--- config.mk ---
export PLATFORM = sky130hd
export DESIGN_NAME = sync_to_click_tx
export DESIGN_NICKNAME = d
export VERILOG_FILES = /design/src/rtl/click_pkg.sv /design/src/rtl/hs_sync.sv /design/src/rtl/sync_to_click_tx.sv
export SDC_FILE = /design/constraint.sdc
export NUM_CORES = 1
export LEC_CHECK = 0
export CELL_PAD_IN_SITES_DETAIL_PLACEMENT = 2
export CELL_PAD_IN_SITES_GLOBAL_PLACEMENT = 2
export CORE_MARGIN = 2
export CORE_UTILIZATION = 41
export DETAILED_ROUTE_END_ITERATION = 16
export PLACE_DENSITY = 0.87
export SYNTH_ARGS = -nofsm -noshare
export SYNTH_HDL_FRONTEND = slang
export SYNTH_SLANG_ARGS = --single-unit
--- constraint.sdc ---
create_clock -name clk -period 2.7 [get_ports clk]
set_input_delay 0.54 -clock clk [delete_from_list [all_inputs] [get_ports clk]]
set_output_delay 0.54 -clock clk [all_outputs]
set_load 0.05 [all_outputs]
--- src/rtl/click_pkg.sv ---
// Shared types and defaults for the clocked-to-click bridge.
// Used by sync_to_click_tx (optional HS_TIMEOUT_EN handshake watchdog).
package click_pkg;

  localparam int DATA_W_DEF      = 8;
  localparam int TIMEOUT_CYC_DEF = 255;

  typedef enum logic [1:0] {
    IDLE,
    SETUP,
    WAIT_ACK,
    WAIT_NACK
  } tx_state_t;

endpackage

--- src/rtl/hs_sync.sv ---
// Multi-flop level synchroniser with asynchronous active-low clear.
module hs_sync #(
  parameter int STAGES = 2
) (
  input  logic clk,
  input  logic rst_n,
  input  logic d,
  output logic q
);

  logic [STAGES-1:0] sr;

  always_ff @(posedge clk or negedge rst_n) begin
    if (!rst_n) begin
      sr <= '0;
    end else begin
      sr <= {sr[STAGES-2:0], d};
    end
  end

  assign q = sr[STAGES-1];

endmodule

--- src/rtl/sync_to_click_tx.sv ---
// Valid/ready FIFO feeding a 4-phase bundled-data producer for a click pipeline.
// Define HS_TIMEOUT_EN to add the TIMEOUT_CYC parameter and sticky hs_timeout output.
module sync_to_click_tx
  import click_pkg::*;
#(
  parameter int DATA_W      = DATA_W_DEF,
  parameter int DEPTH       = 4,
  parameter int SYNC_STAGES = 2
`ifdef HS_TIMEOUT_EN
  , parameter int TIMEOUT_CYC = TIMEOUT_CYC_DEF
`endif
) (
  input  logic                       clk,
  input  logic                       rst_n,
  input  logic                       in_valid,
  output logic                       in_ready,
  input  logic [DATA_W-1:0]          in_data,
  output logic                       Rreq,
  input  logic                       Rack,
  output logic [DATA_W-1:0]          Rdata,
  output logic [$clog2(DEPTH+1)-1:0] count
`ifdef HS_TIMEOUT_EN
  , output logic                     hs_timeout
`endif
);

  // Upstream: a word moves when in_valid && in_ready at a rising edge.
  // Downstream: Rreq/Rack run return-to-zero; Rdata only changes between transactions.
  localparam int AW = $clog2(DEPTH);
  localparam int CW = $clog2(DEPTH + 1);
  localparam logic [CW-1:0] DEPTH_C = CW'(DEPTH);

  logic [DATA_W-1:0] mem [DEPTH];
  logic [AW-1:0]     wr_ptr;
  logic [AW-1:0]     rd_ptr;
  logic [CW-1:0]     count_nxt;
  logic              push;
  logic              pop;
  logic              avail_q;
  logic              ack_meta;
  logic              ack_s;
  tx_state_t         state;

  hs_sync #(.STAGES(SYNC_STAGES)) u_ack_sync (
    .clk   (clk),
    .rst_n (rst_n),
    .d     (Rack),
    .q     (ack_meta)
  );

  // Extra retiming flop: Rreq reacts SYNC_STAGES+1 edges after Rack is first sampled.
  always_ff @(posedge clk or negedge rst_n) begin
    if (!rst_n) begin
      ack_s <= 1'b0;
    end else begin
      ack_s <= ack_meta;
    end
  end

  assign push = in_valid && in_ready;

  // From IDLE a new word is only visible a cycle after its push edge (avail_q).
  always_comb begin
    pop = 1'b0;
    case (state)
      IDLE:      pop = avail_q && (count != '0);
      WAIT_NACK: pop = !ack_s && (count != '0);
      default:   pop = 1'b0;
    endcase
  end

  always_comb begin
    count_nxt = count;
    if (push && !pop) begin
      count_nxt = count + 1'b1;
    end else if (pop && !push) begin
      count_nxt = count - 1'b1;
    end
  end

  always_ff @(posedge clk) begin
    if (push) begin
      mem[wr_ptr] <= in_data;
    end
  end

  always_ff @(posedge clk or negedge rst_n) begin
    if (!rst_n) begin
      wr_ptr   <= '0;
      rd_ptr   <= '0;
      count    <= '0;
      in_ready <= 1'b0;
      avail_q  <= 1'b0;
    end else begin
      if (push) begin
        wr_ptr <= wr_ptr + 1'b1;
      end
      if (pop) begin
        rd_ptr <= rd_ptr + 1'b1;
      end
      count    <= count_nxt;
      in_ready <= (count_nxt < DEPTH_C);
      avail_q  <= (count != '0);
    end
  end

  always_ff @(posedge clk or negedge rst_n) begin
    if (!rst_n) begin
      state <= IDLE;
      Rreq  <= 1'b0;
      Rdata <= '0;
    end else begin
      case (state)
        IDLE: begin
          if (pop) begin
            state <= SETUP;
          end
        end
        SETUP: begin
          Rreq  <= 1'b1;
          state <= WAIT_ACK;
        end
        WAIT_ACK: begin
          if (ack_s) begin
            Rreq  <= 1'b0;
            state <= WAIT_NACK;
          end
        end
        WAIT_NACK: begin
          if (!ack_s) begin
            state <= pop ? SETUP : IDLE;
          end
        end
        default: state <= IDLE;
      endcase
      if (pop) begin
        Rdata <= mem[rd_ptr];
      end
    end
  end

`ifdef HS_TIMEOUT_EN
  localparam int TW = $clog2(TIMEOUT_CYC + 1);
  localparam logic [TW-1:0] TMO_LAST = TW'(TIMEOUT_CYC - 1);

  logic [TW-1:0] tmo_cnt;
  logic          waiting;
  logic          leaving;

  assign waiting = (state == WAIT_ACK) || (state == WAIT_NACK);
  assign leaving = (state == WAIT_ACK) ? ack_s : !ack_s;

  // Counter stalls once the flag is set; the handshake itself keeps waiting.
  always_ff @(posedge clk or negedge rst_n) begin
    if (!rst_n) begin
      tmo_cnt    <= '0;
      hs_timeout <= 1'b0;
    end else if (!waiting || leaving) begin
      tmo_cnt <= '0;
    end else if (tmo_cnt != TMO_LAST) begin
      tmo_cnt <= tmo_cnt + 1'b1;
    end else begin
      hs_timeout <= 1'b1;
    end
  end
`endif

endmodule

==> run_results.csv, run 1 <==
group,metric,value,unit
status,status,"complete, no violations",
job,drv_cap,0,
final_layout,instances_no_fill,243,
sta,relSlewSlack,0.571,
drt,wl_met2,2890,um
setup_path,r2r_slack,0.20,ns
yosys,synth_warnings,0,
final_layout,n_antenna_cell,0,
yosys,syn_inst,140,
place,dp.cells,235,
yosys,ys.flop_type,"edfxtp_1",
yosys,ys_seq_area_frac,0.657,
drt,drt-met1-wl,1920,um
setup_path,critPathLaunchType,"register",
setup_path,crit_required,2.90,ns
sta,timing_worst_slew_pin_value,0.643,ns
die,die_h,79.5,um
sta,grt_setup_unrepaired,"no",
global_routing,antenna_found_initial,0,
cts,cts.path.max_buffers,2,
setup_path,critPathMaxFanout,10,
sta,min_period,2.50,ns
setup_path,cp.arrival,2.70,ns
place,dp_hpwl,3720,um
drt,top_layer_used,"met4",
sta,hold_viol,0,
yosys,synth_edf_count,32,
drt,wl,4970,um
drt,wire_per_inst,20.4,um
drt,viasPerCell,5.08,
cts,cts_tree,"built",
die,dieArea,0.00632,mm2
drt,postRouteAntennaNets,0,
global_routing,grtUsageTotal,0.182,
sta,final.period_utilization,0.926,
yosys,ys_ff_latch,55,
final_layout,drive_above_1_share,0.164,
setup_path,end_kind,"register",
global_routing,grt_overflow,0,
cts,cts-resized-gates,0,
die,coreArea,0.00551,mm2
global_routing,grt_start_max_net_pins,24,
power_and_ir_drop,power_leakage,0.00108,uW
die,rows,27,
sta,slew_viol_final,0,
cts,post_cts_buffers,0,
final_layout,syn_to_final_growth,17.5,%
global_routing,first_global_vias,1492,
cts,htreeDepth,2,
power_and_ir_drop,peakVddDrop,0.531,mV
drt,wl_met3,98,um
sta,finClkSkew,0.00347,ns
place,gp_congestion,0.788,
die,initial_core_util,0.424,
setup_path,worstSetupPathType,"reg -> reg",
yosys,async_flop_share,0.418,
drt,vias,1234,
yosys,synth_nets,165,
drt,drt-initial-drc-count,64,
sta,finalSetupViolations,0,
die,num_io_pins,25,
final_layout,layout.nets,195,
cts,cts_buffers,5,
die,die_w,79.5,um
cts,cts.sinks,55,
yosys,netlist_area,0.00234,mm2
yosys,post_synth.cell_area_avg,16.7,um2
cts,cts_hold_buffers,0,
drt,drc,0,
power_and_ir_drop,total_power,3290,uW
hold_path,hold_path.class,"reg -> reg",
place,portBuffers,24,
drt,drt-pass1-iter-count,4,
global_routing,grt_pass1_wl,8290,um
sta,timing.fmax,400,MHz
cts,clk_latency,0.30,ns
yosys,synthDistinctLibCells,31,
cts,clk_pin_slew,0.10,ns
cts,root_buffer,"clkbuf_8",
sta,whs,0.368,ns
power_and_ir_drop,p_per_area,1200,mW/mm2
sta,tns,0,ns
[placed cells by master (no fill, tap or decap), drive strengths merged, types with 2 or more instances in the layout]
cell / count
clkbuf: 6
nor2b: 2
clkinv: 3
inv: 12
nand2: 4
ha: 13
xnor2: 4
edfxtp: 32
o21ai: 6
nor2: 6
mux4: 8
clkdlybuf4s50: 24
mux2: 9
and3: 4
dfrtp: 23
a22o: 2
[cells by family (layout without fill, tap and decap cells)]
logic type	count (synthesis)	after routing	synth area share
AOI/OAI and AO/OA	16	16	0.0498
DFF	55	55	0.657
and+or+nand+nor	19	19	0.0412
muxes	18	18	0.138
adders and majority gates	13	13	0.0696
buffers and inverters	15	46	0.0294
xor gates and xnor gates	4	4	0.0150
[cells in the mapped netlist, types with 2 or more instances]
cell / n / area (um2)
edfxtp_1: 32 / 961
nand2_1: 4 / 15.0
a22o_1: 2 / 17.5
and3_1: 4 / 25.0
ha_1: 13 / 163
mux2_4: 8 / 120
dfrtp_1: 23 / 576
nor2_1: 6 / 22.5
xnor2_1: 4 / 35.0
o21ai_0: 6 / 30.0
inv_1: 11 / 41.3
mux4_2: 8 / 180
[per-layer routing]
metal / GRT usage / up-vias
li1: - / 569
met1: 0.206 / 645
met2: 0.338 / 16
met3: 0.0385 / 4
met4: 0.0621 / 0
met5: 0 / -
[worst paths after layout]
path / from / endpoint / cells after the start
max: state[0] / register / 8
min: u_ack_sync.sr[0] / u_ack_sync.sr[1] / 0
max reg2reg: state[0] / register / 8
min reg2reg: u_ack_sync.sr[0] / u_ack_sync.sr[1] / 0
max in group asynchronous: rst_n / Rdata[5] / 2
min in group asynchronous: rst_n / count[1] / 2
[critical path, cell delays in order, from the launching register on]
cell and delay [ns]:
dfrtp_1 0.45, inv_1 0.11, ha_1 0.36, a21oi_1 0.26, o211ai_2 0.21, clkinv_4 0.17
ha_1 0.31, a221o_1 0.29, a22o_1 0.23
[final cells by class]
class | count | area (um2)
well taps | 72 | 90.1
clock buffers | 6 | 72.6
clock inverters | 2 | 12.5
multi-input cells | 70 | 732
flip-flops and latches | 55 | 1540
inverters | 13 | 53.8
repair buffers | 25 | 248
fillers | 499 | 2760
[flip-flops by register name, summed over array words and instances, names as in the netlist, named ones only]
register / cells
wr_ptr: 2
in_ready: 1
mem: 32
avail_q: 1
Rreq: 1
state: 2
rd_ptr: 2
ack_s: 1
Rdata: 8
count: 2
u_ack_sync.sr: 2
[power breakdown]
part	switching, uW	internal [uW]
Sequential	227	1140
Combinational	826	656
Clock	260	182
Total	1310	1980
[per-stage QoR]
step,area (um2),setup WS (ns),utilization
after floorplan,2340,0.316,-
after global routing,2750,0.0152,0.499
after global placement,2660,0.402,0.483
after detailed placement,2660,0.210,0.483
final,2750,0.200,0.499
after CTS,2750,0.143,0.499
Power figures use the tool's default switching activity.
==> inputs of run 2 (changes only) <==
--- a/config.mk
+++ b/config.mk
@@ -8,9 +8,10 @@
 export CELL_PAD_IN_SITES_DETAIL_PLACEMENT = 2
 export CELL_PAD_IN_SITES_GLOBAL_PLACEMENT = 2
 export CORE_MARGIN = 2
-export CORE_UTILIZATION = 41
+export CORE_UTILIZATION = 45
 export DETAILED_ROUTE_END_ITERATION = 16
-export PLACE_DENSITY = 0.87
+export DONT_BUFFER_PORTS = 1
+export PLACE_DENSITY = 0.86
 export SYNTH_ARGS = -nofsm -noshare
 export SYNTH_HDL_FRONTEND = slang
 export SYNTH_SLANG_ARGS = --single-unit
==> run_results.csv, run 2 (synthesis gave the netlist of run 1 again) <==
group,metric,value,unit
setup_path,critPathLaunchType,"register",
final_layout,instances_no_fill,221,
power_and_ir_drop,peakVddDrop,0.503,mV
sta,grt_setup_unrepaired,"no",
global_routing,grt_start_max_net_pins,24,
global_routing,grt_overflow,0,
cts,clk_pin_slew,0.10,ns
setup_path,end_kind,"register",
drt,wl_met2,2620,um
sta,tns,0,ns
cts,cts.path.max_buffers,2,
cts,clk_latency,0.31,ns
drt,drt-initial-drc-count,71,
final_layout,mostFrequentLayoutCells,"32 x edfxtp_1, 23 x dfrtp_1, 13 x ha_1, 11 x inv_1",
final_layout,fillers,479,
cts,cts-resized-gates,0,
die,coreArea,0.00507,mm2
final_layout,layout.nets,175,
die,rows,26,
sta,timing.fmax,397,MHz
sta,relSlewSlack,0.268,
sta,final.period_utilization,0.932,
drt,viasPerCell,5.24,
die,dieArea,0.00579,mm2
sta,timing_worst_slew_pin_value,1.09,ns
cts,cts_buffers,5,
final_layout,final_cell_area,0.00253,mm2
drt,wl_met3,171,um
drt,drt-pass1-iter-count,4,
die,num_io_pins,25,
place,place_area,0.00244,mm2
global_routing,first_global_vias,1348,
drt,drt-met1-wl,1970,um
sta,finClkSkew,0.00986,ns
sta,finalSetupViolations,0,
final_layout,final_common_cell,"edfxtp_1",
setup_path,crit_required,2.90,ns
global_routing,grtUsageTotal,0.183,
final_layout,n_antenna_cell,0,
die,initial_core_util,0.461,
drt,wl,4820,um
drt,vias,1157,
setup_path,critPathMaxFanout,10,
cts,root_buffer,"clkbuf_8",
drt,top_layer_used,"met4",
global_routing,antenna_found_initial,0,
sta,hold_viol,0,
final_layout,reg_top3,"mem x32, Rdata x8",
final_layout,top_register,"mem",
die,die_w,76.1,um
drt,drc,0,
die,die_h,76.1,um
drt,wire_per_inst,21.8,um
drt,postRouteAntennaNets,0,
place,portBuffers,0,
final_layout,syn_to_final_growth,8.46,%
place,dp.cells,212,
job,drv_cap,0,
sta,min_period,2.52,ns
place,gp_congestion,0.790,
cts,htreeDepth,2,
cts,cts.sinks,55,
setup_path,cp.arrival,2.72,ns
cts,cts_tree,"built",
power_and_ir_drop,power_leakage,0.00101,uW
place,dp_hpwl,3470,um
final_layout,largest_reg_flops,32,
global_routing,grt_pass1_wl,7770,um
sta,slew_viol_final,0,
hold_path,hold_path.class,"in -> reg",
status,status,"complete, no violations",
power_and_ir_drop,p_per_area,1240,mW/mm2
final_layout,drive_above_1_share,0.212,
setup_path,worstSetupPathType,"reg -> reg",
[run 2: cell types whose count changed in the layout (fill, tap and decap cells not counted)]
cell,before,now
clkdlybuf4s50_1,24,0
clkinv_4,2,1
clkinv_2,0,1
buf_4,1,4
clkinv_1,1,0
dlygate4sd3_1,0,1
clkinvlp_4,0,1
[run 2: worst paths after layout]
kind,from,end,slack [ns],depth (start not counted)
max,state[0],register,0.18,8
min,Rack,u_ack_sync.sr[0],0.25,0
max reg2reg,state[0],register,0.18,8
min reg2reg,u_ack_sync.sr[1],ack_s,0.37,0
max in group asynchronous,rst_n,Rdata[5],1.16,1
min in group asynchronous,rst_n,state[1],0.88,1
[run 2: area by class of cell]
class / instances / area (um2) / share of cell area
clock buffer: 6 / 72.6 / 0.0286
tap: 70 / 87.6 / 0.0346
timing repair buffer: 5 / 40.0 / 0.0158
clock inverter: 2 / 12.5 / 0.00494
sequential: 55 / 1540 / 0.606
inverter: 13 / 53.8 / 0.0212
multi-input combinational: 70 / 732 / 0.289
[run 2: per-stage QoR]
stage / utilization / setup slack [ns] / power, uW / hold slack [ns]
2_1_floorplan: - / 0.316 / 2410 / 0.244
3_3_place_gp: 0.481 / 0.454 / 2580 / 0.245
3_5_place_dp: 0.481 / 0.259 / 2730 / 0.245
4_1_cts: 0.500 / 0.190 / 3180 / 0.248
5_1_grt: 0.500 / 0.0629 / 3330 / 0.229
6_report: 0.500 / 0.183 / 3150 / 0.247
[run 2: where the power goes]
part	switching (uW)	internal, uW
registers	466	1140
clock network	258	182
logic	574	529
[run 2: critical path: stages, from the launching register on]
cell,delay (ns)
dfrtp_1,0.45
inv_1,0.11
ha_1,0.35
a21oi_1,0.26
o211ai_2,0.22
clkinv_4,0.19
ha_1,0.31
a221o_1,0.28
a22o_1,0.23
[run 2: what timing repair did]
| item | in CTS | in global routing |
|---|---|---|
| endpoints found under the setup margin | 0 | 0 |
| hold buffers | 1 | 0 |
| buffers inserted | 0 | 0 |
| hold endpoints to repair | 23 | 0 |
[run 2: per-layer routing]
metal,track usage,vias to the layer above
met1,0.223,596
met3,0.0450,8
met5,0,-
met4,0.0545,0
li1,-,530
met2,0.324,23
